`src/rtl/fisr_pkg.sv`:
```
// Shared constants and float payload type for the fast inverse square root datapath.
package fisr_pkg;

    localparam int unsigned FP_BIAS = 127;
    localparam int unsigned MANT_W  = 23;
    localparam int unsigned EXP_W   = 8;

    localparam logic [31:0] THREE_HALVES = 32'h3FC00000;

    typedef struct packed {
        logic              sign;
        logic [EXP_W-1:0]  exp;
        logic [MANT_W-1:0] mant;
    } fp32_t;

endpackage

```
`src/rtl/lzc_n.sv`:
```
// Combinational leading-zero counter; an all-zero input reports WIDTH.
module lzc_n #(
    parameter int unsigned WIDTH = 26,
    parameter int unsigned CNT_W = $clog2(WIDTH + 1)
) (
    input  logic [WIDTH-1:0] din,
    output logic [CNT_W-1:0] count
);

    logic found;

    always_comb begin
        count = '0;
        found = 1'b0;
        for (int i = int'(WIDTH) - 1; i >= 0; i--) begin
            if (!found) begin
                if (din[i]) begin
                    found = 1'b1;
                end else begin
                    count = count + CNT_W'(1);
                end
            end
        end
    end

endmodule

```
`src/rtl/three_halves_sub.sv`:
```
// Newton-Raphson 1.5 - h stage: 3-deep ce-gated pipeline with valid and
// initial-guess side-band, truncating arithmetic throughout.
module three_halves_sub
    import fisr_pkg::*;
#(
    parameter int unsigned GUARD = 2
) (
    input  logic        clk,
    input  logic        rst,
    input  logic        ce,
    input  logic [31:0] Number,
    input  logic [31:0] Init_in,
    input  logic        Valid_in,
    output logic [31:0] Result,
    output logic [31:0] Init_data,
    output logic        Valid
);

    localparam int unsigned W   = 24 + GUARD;
    localparam int unsigned LZW = $clog2(W + 1);

    // 1.5 as a W-bit fixed-point value whose LSB sits GUARD bits below the float ulp of 1.0
    localparam logic [W-1:0] A_ALIGNED = W'({1'b1, THREE_HALVES[MANT_W-1:0]}) << GUARD;

    // S1: alignment and subtraction
    fp32_t            num_c;
    logic [EXP_W-1:0] shift_c;
    logic [W-1:0]     sig_c;
    logic [W-1:0]     b_c;
    logic             clamp_c;
    logic [W-1:0]     diff_c;

    always_comb begin
        num_c   = Number;
        shift_c = EXP_W'(FP_BIAS) - num_c.exp;
        sig_c   = W'({1'b1, num_c.mant}) << GUARD;
        b_c     = '0;
        if (num_c.exp != '0 && 32'(shift_c) < W) begin
            b_c = sig_c >> shift_c;
        end
        // Anything at or above 2.0 also lands here, so the result never goes negative
        clamp_c = (num_c.exp > EXP_W'(FP_BIAS)) || (b_c > A_ALIGNED);
        diff_c  = clamp_c ? '0 : A_ALIGNED - b_c;
    end

    logic [W-1:0] s1_diff;
    logic         s1_clamp;
    logic [31:0]  s1_init;
    logic         s1_valid;

    always_ff @(posedge clk) begin
        if (rst) begin
            s1_diff  <= '0;
            s1_clamp <= 1'b0;
            s1_init  <= '0;
            s1_valid <= 1'b0;
        end else if (ce) begin
            s1_diff  <= diff_c;
            s1_clamp <= clamp_c;
            s1_init  <= Init_in;
            s1_valid <= Valid_in;
        end
    end

    // S2: leading-zero count
    logic [LZW-1:0] lz_c;
    logic           zero_c;

    lzc_n #(
        .WIDTH (W),
        .CNT_W (LZW)
    ) u_lzc (
        .din   (s1_diff),
        .count (lz_c)
    );

    assign zero_c = s1_clamp || (s1_diff == '0);

    logic [W-1:0]   s2_diff;
    logic [LZW-1:0] s2_lz;
    logic           s2_zero;
    logic [31:0]    s2_init;
    logic           s2_valid;

    always_ff @(posedge clk) begin
        if (rst) begin
            s2_diff  <= '0;
            s2_lz    <= '0;
            s2_zero  <= 1'b0;
            s2_init  <= '0;
            s2_valid <= 1'b0;
        end else if (ce) begin
            s2_diff  <= s1_diff;
            s2_lz    <= lz_c;
            s2_zero  <= zero_c;
            s2_init  <= s1_init;
            s2_valid <= s1_valid;
        end
    end

    // S3: normalise and pack; the leading one drops out as the hidden bit
    logic [W-1:0] norm_c;
    fp32_t        res_c;

    always_comb begin
        norm_c     = s2_diff << s2_lz;
        res_c.sign = 1'b0;
        res_c.exp  = EXP_W'(FP_BIAS) - EXP_W'(s2_lz);
        res_c.mant = norm_c[MANT_W-1+GUARD:GUARD];
        if (s2_zero) begin
            res_c = '0;
        end
    end

    always_ff @(posedge clk) begin
        if (rst) begin
            Result    <= '0;
            Init_data <= '0;
            Valid     <= 1'b0;
        end else if (ce) begin
            Result    <= res_c;
            Init_data <= s2_init;
            Valid     <= s2_valid;
        end
    end

    logic unused_c;
    assign unused_c = ^{num_c.sign, norm_c[W-1], norm_c[GUARD-1:0]};

endmodule

```
`config.mk`:
```
export PLATFORM = sky130hd
export DESIGN_NAME = three_halves_sub
export DESIGN_NICKNAME = d
export VERILOG_FILES = /design/src/rtl/fisr_pkg.sv /design/src/rtl/lzc_n.sv /design/src/rtl/three_halves_sub.sv
export SDC_FILE = /design/constraint.sdc
export NUM_CORES = 1
export LEC_CHECK = 0
export CAP_MARGIN = 20
export CORE_MARGIN = 2
export CORE_UTILIZATION = 50
export CTS_CLUSTER_DIAMETER = 30
export DETAILED_ROUTE_END_ITERATION = 16
export HOLD_SLACK_MARGIN = 0.03
export PLACE_DENSITY = 0.77
export SLEW_MARGIN = 25
export SYNTH_ARGS = -nofsm -noshare
export SYNTH_HDL_FRONTEND = slang
export SYNTH_HIERARCHICAL = 1
export SYNTH_SLANG_ARGS = --single-unit
```
`constraint.sdc`:
```
create_clock -name clk -period 9.5 [get_ports clk]
set_input_delay 1.9 -clock clk [delete_from_list [all_inputs] [get_ports clk]]
set_output_delay 1.9 -clock clk [all_outputs]
set_load 0.01 [all_outputs]
```
== Yosys cells after proc, flatten, opt, wreduce, memory -nomap -nowiden ==
Index checks and enable logic that the tools add are counted.

* Logic and storage cells: 153
* Bits in registers: 190
* Bits of input ports: 68

* Shifts and indexed selects: 2
* Reductions and logical operators: 5
* $lt $le $gt $ge: 3
* $add $sub $neg: 28
* Mux-type cells: 103

{| class="wikitable"
|+ Operators with widths
! operator !! number
|-
| $mux 5 || 50
|-
| $add 5x1->5 const B || 24
|-
| $mux 26 || 2
|-
| $mux 1 || 50
|-
| $mux 31 || 1
|-
| $gt 26x26->1 const B || 1
|-
| $logic_not 26->1 || 1
|-
| $shl 26x5->25 || 1
|-
| $shr 26x8->26 || 1
|-
| $sub 26x26->26 const A || 1
|-
| $gt 8x7->1 const B || 1
|-
| $lt 8x5->1 const B || 1
|-
| $reduce_bool 8->1 || 1
|-
| $sub 7x5->8 const A || 1
|-
| $sub 7x8->8 const A || 1
|-
| $add 1x1->2 const B || 1
|-
| $logic_or 1x1->1 || 2
|-
| $logic_and 1x1->1 || 1
|}

== Logic depth before layout (Yosys ltp) ==
* Depth in word-level cells: 76
* Mapped depth: 65
* Depth with buffers taken out: 65

== Cells and area by module ==
Netlist, hierarchy kept.

{| class="wikitable"
|+ Modules (own cells, without submodules)
! module !! area an instance (um^2) !! instances !! cells each
|-
| three_halves_sub || 9494.1 || 1 || 1080
|-
| lzc_n || 2590.0 || 1 || 371
|}

== Worst setup path before layout ==
No wires, ideal clock.

* Path type: register to register
* Start point: register s1_diff[24]
* End point: register s2_lz[4]
* Cell stages (with the launch flop): 66
* Setup slack: -0.957 ns
* Arrival time: 10.329 ns
* Buffers on the path: 0
* Required time: 9.372 ns
* Period minus slack after synthesis: 10.457 ns
* Library setup time: 0.128 ns
* Cell sequence: dfxtp_1 > inv_1 > a21o_1 > inv_1 > ha_1 > nand2b_1 > a21boi_0 > ha_1 > nor2_1 > a221oi_1 > o21ai_0 > or3b_2 > a31oi_1 > inv_1 > ha_1 > nor2b_1 > a21oi_1 > nand2_1 > (+30 left out) > a211oi_1 > a211o_1 > and2_1 > ha_1 > nand2_1 > nand2_1 > ha_1 > mux2i_1 > o21ai_0 > ha_1 > nor2b_1 > maj3_1 > nand2_1 > nand4_1 > o21ai_1 > xnor2_1 > mux2i_1 > nor2_1

* Word-level cells in the longest chain between the ends: 74

{| class="wikitable"
|+ Ends and longest elaborated chain
! what !! line !! RTL
|-
| start, declared || three_halves_sub.sv:46 || <nowiki>logic [W-1:0] s1_diff;</nowiki>
|-
| start signal, assigned || three_halves_sub.sv:58 || <nowiki>s1_diff <= diff_c;</nowiki>
|-
| $mux 5 || lzc_n.sv:17 || <nowiki>if (din[i]) begin</nowiki>
|-
| $mux 5 || lzc_n.sv:16 || <nowiki>if (!found) begin</nowiki>
|-
| $add 5x1->5 || lzc_n.sv:20 || <nowiki>count = count + CNT_W'(1);</nowiki>
|-
| $mux 5 || lzc_n.sv:17 ||
|-
| $mux 5 || lzc_n.sv:16 ||
|-
| $add 5x1->5 || lzc_n.sv:20 ||
|-
| $mux 5 || lzc_n.sv:17 ||
|-
| $mux 5 || lzc_n.sv:16 ||
|-
| (+59 left out) || n/a ||
|-
| $mux 5 || lzc_n.sv:16 ||
|-
| $add 5x1->5 || lzc_n.sv:20 ||
|-
| $mux 5 || lzc_n.sv:17 ||
|-
| $mux 5 || lzc_n.sv:16 ||
|-
| $add 5x1->5 || lzc_n.sv:20 ||
|-
| $mux 5 || lzc_n.sv:17 ||
|-
| $mux 5 * || lzc_n.sv:16 ||
|-
| net lz_c[4] || three_halves_sub.sv:66 || <nowiki>logic [LZW-1:0] lz_c;</nowiki>
|-
| end signal, assigned || three_halves_sub.sv:94 || <nowiki>s2_lz <= lz_c;</nowiki>
|-
| end, declared || three_halves_sub.sv:80 || <nowiki>logic [LZW-1:0] s2_lz;</nowiki>
|}

The timed path passes the listed nets; every way through them passes the cells marked *.
A chain may end at the register's enable or synchronous reset.

== Final worst setup path ==
Same ends and word-level chain as after synthesis.

==> qor.txt <==
status - finished, violations left
failing checks - setup timing
Worst-path clk slew - 0.07 ns
Port Buffer Count - 129
Layout area overhead - 22.15%
Final Power - 3.970 mW
final count of pins violating max slew - 0
CP bufs+invs - 8
root buf cell - clkbuf_16
first-pass GRT wire length - 53610 um
Post-synth top flop - dfxtp_1
final instance area - 0.01476 sq mm
synthesized flop and latch total - 186
# Max-Cap Violations - 0
proportion of layout cells with a drive suffix above 1 - 13.25%
vias in the first global route - 10.50k
drt first-iter violations - 1030
post-DP HPWL - 23540 um
EDFF count, synth - 0
clk_skew - 0.01525 ns
antenna cell count - 0
Yosys cell types - 89
Worst-Skew Late Latency - 0.43 ns
YS warnings - 6
GRT Total Usage - 25.13%
Hold Crit Class - reg -> reg
critical path capture point type - flop
CP top delay family - adder cells
Post-Syn Area - 0.01208 sq mm
post-route minimum period - 10.30 ns
placed instance area - 0.01389 sq mm
Critical Path Source Type - flop
reg2reg path depth - 64
fmax - 0.09709 GHz
final setup vio count - 4
WP data required - 9.80 ns
area of the multi-input gates - 0.008079 sq mm
period utilization - 108.4%
slowest CP cell - or3b_4
Worst slew margin - 32.54%
num rows - 56
peak supply drop - 176.9 uV
CTS buffer count - 17
CP Capture Point - s2_lz[4]$_SDFFE_PP0P_
GP Congestion - 0.9594
NumNets Final - 1680
vias post-DR - 11.39k
grt total ovfl - 0
Crit path arrival time - 10.60 ns
Pleak - 5.981 nW
reg-to-reg endpoint - s2_lz[4]$_SDFFE_PP0P_
fillers - 2008
largest net degree at the start of global routing - 114
start point of the critical path - s1_diff[24]$_SDFFE_PP0P_
DIE HEIGHT - 159.5 um
RSZ-0062 raised after global routing - true
final setup margin - -0.7994 ns
Initial Utilization - 51.18%
clock sinks - 186
largest fanout on the critical path - 4
Max clock buf depth - 2
sequential share of the synthesized area - 30.81%
Antenna Nets Post-Route - 0
drt pass-1 iters - 5
initial antenna violation count - 0
CTS tree - built
Via density - 5.935
Final Hold Fails - 0
hold buffer count at cts - 0
DRT Wirelength - 33000 um
Mapped Cells - 1451
WL per Instance - 17.20 um
io pins - 133
WP depth - 64
Max stage delay on crit path - 0.39 ns
DRC - 0
ys async rst share - 0%
Core Box Area - 0.02361 sq mm
Die X - 159.5 um
area of the die - 0.02543 sq mm
H-tree Lvls - 4
power per cell area - 269.0 mW/mm^2
mean area per synthesized cell - 8.328 sq um
setup slack, reg-to-reg - -0.80 ns
crit path kind - reg -> reg
pre-CTS WS - -0.9911 ns
non-filler instance count after layout - 1919
R2R Path Start - s1_diff[24]$_SDFFE_PP0P_
CP dominant cell by count - ha_4
placed cell count - 1866
Register Area - 0.003730 sq mm
Worst Max-Slew Pin Slew - 1.009 ns
-- timing repair --
| action | CTS | global route |
|---|---|---|
| setup buffers | 16 | 7 |
| gates resized for setup | 14 | 15 |
| setup endpoints to repair | 4 | 4 |
| pin swaps | 39 | 42 |
-- per-stage QoR --
stage	setup TNS (ns)	util [%]	hold slack (ns)
after floorplan	-0.8105	-	0.4520
after global placement	-1.873	58.83	0.4502
after detailed placement	-2.996	58.83	0.4553
after CTS	-1.977	61.91	0.4671
after global routing	-4.744	62.51	0.4981
final	-2.522	62.51	0.4668
-- power breakdown --
part	internal (mW)	switching, mW
Clock	0.345	0.321
Sequential	0.826	0.0542
Combinational	1.23	1.19
-- logic make-up after synthesis --
| group | synth area share (%) |
|---|---|
| and+or+nand+nor | 21.52 |
| AOI/OAI and AO/OA | 16.99 |
| muxes | 18.87 |
| DFF | 30.81 |
| buffers and inverters | 4.038 |
| xor gates and xnor gates | 5.115 |
| adders and majority gates | 2.630 |
| other | 0.03103 |
-- worst register-to-register path: cells and delay by family (launching register included) --
| family | cells | cell delay [ns] |
|---|---|---|
| buffers and inverters | 8 | 0.78 |
| adder cells (fa/ha/maj) | 12 | 2.89 |
| XOR/XNOR | 2 | 0.28 |
| multiplexers | 7 | 1.16 |
| flip-flops | 1 | 0.37 |
| AO/OA/AOI/OAI | 19 | 2.79 |
| AND/OR/NAND/NOR | 16 | 1.90 |
-- registers in the layout (all words and copies together) (netlist names) --
signal and flops:
Init_data 32, s1_init 32, s2_init 32, Result 29, s1_diff 26, s2_diff 25
s2_lz 5, Valid 1, s1_clamp 1, s1_valid 1, s2_valid 1, s2_zero 1
-- final cells by class --
cell class | instances | area share (%)
Inverter | 26 | 0.6781
Tap cell | 319 | 2.704
Clock buffer | 17 | 2.882
Clock inverter | 13 | 0.9070
Sequential cell | 186 | 25.27
Timing Repair Buffer | 209 | 12.83
Multi-Input combinational cell | 1149 | 54.73
-- cells in the final DEF (no fill, tap or decap), types with 6 or more instances in the layout --
cell type / count
nand2_2: 6
nand2b_1: 21
clkdlybuf4s50_1: 126
and2_1: 10
nand3b_1: 6
clkbuf_16: 17
xnor2_1: 29
a22oi_1: 23
nand4_1: 9
ha_4: 7
a211oi_1: 16
nor2b_1: 28
inv_1: 21
or4_1: 7
or3_1: 7
o221ai_1: 16
xnor2_2: 7
ha_1: 15
a21o_1: 6
dfxtp_1: 183
nor3_1: 24
o21ai_0: 53
nand2_1: 119
mux2_2: 16
o211ai_1: 14
nor2_1: 233
nor4_1: 14
o21ai_2: 12
nand3_1: 22
o21ai_1: 6
mux2i_1: 193
xor2_1: 13
o21a_1: 7
a22o_1: 7
o22ai_1: 13
a21oi_1: 60
buf_4: 79
-- cells in the mapped netlist, drive strengths merged (5+ instances only) --
master,number,area (sq um)
or4,7,52.55
mux2,18,202.7
a22o,7,61.31
nand3,22,110.1
ha,23,287.8
nor4,16,121.4
nand3b,6,45.04
nand2b,22,137.6
inv,25,96.35
xor2,16,162.7
nand4,9,56.30
clkbuf,60,225.2
nor2b,29,181.4
o221ai,16,140.1
a21o,6,45.04
a211oi,16,120.1
o211ai,14,105.1
and2,11,68.82
nand2,125,474.2
dfxtp,186,3724
o22a,5,43.79
nor3b,5,37.54
mux2i,195,1964
nor3,25,136.4
a21boi,6,45.04
o21a,7,52.55
a21oi,62,314.1
a22oi,23,172.7
o22ai,13,81.33
o31ai,6,58.81
xnor2,37,387.9
or3,7,43.79
a32o,5,50.05
nor2,237,897.1
mux4,5,112.6
o21ai,71,392.9
buf,31,162.7
-- worst min path at each step --
stage	start	end	slack [ns]	cells after the start
after global routing	Result[7]$_SDFFE_PP0P_	Result[7]$_SDFFE_PP0P_	0.50	2
after global placement	Result[12]$_SDFFE_PP0P_	Result[12]$_SDFFE_PP0P_	0.45	2
final	Result[7]$_SDFFE_PP0P_	Result[7]$_SDFFE_PP0P_	0.47	2
after detailed placement	Result[12]$_SDFFE_PP0P_	Result[12]$_SDFFE_PP0P_	0.46	2
after floorplan	s2_diff[24]$_SDFFE_PP0P_	s2_diff[24]$_SDFFE_PP0P_	0.45	2
after CTS	Result[12]$_SDFFE_PP0P_	Result[12]$_SDFFE_PP0P_	0.47	2
-- metal layers --
metal | track usage, % | part of all wire, % | vias up
met1 | 33.37 | 45 | 5374
met5 | 0 | 0 | -
li1 | - | - | 5519
met2 | 42.03 | 47 | 436
met4 | 8.512 | 2.3 | 0
met3 | 3.412 | 5.7 | 60
No activity file was read; power rests on OpenSTA's default activity.
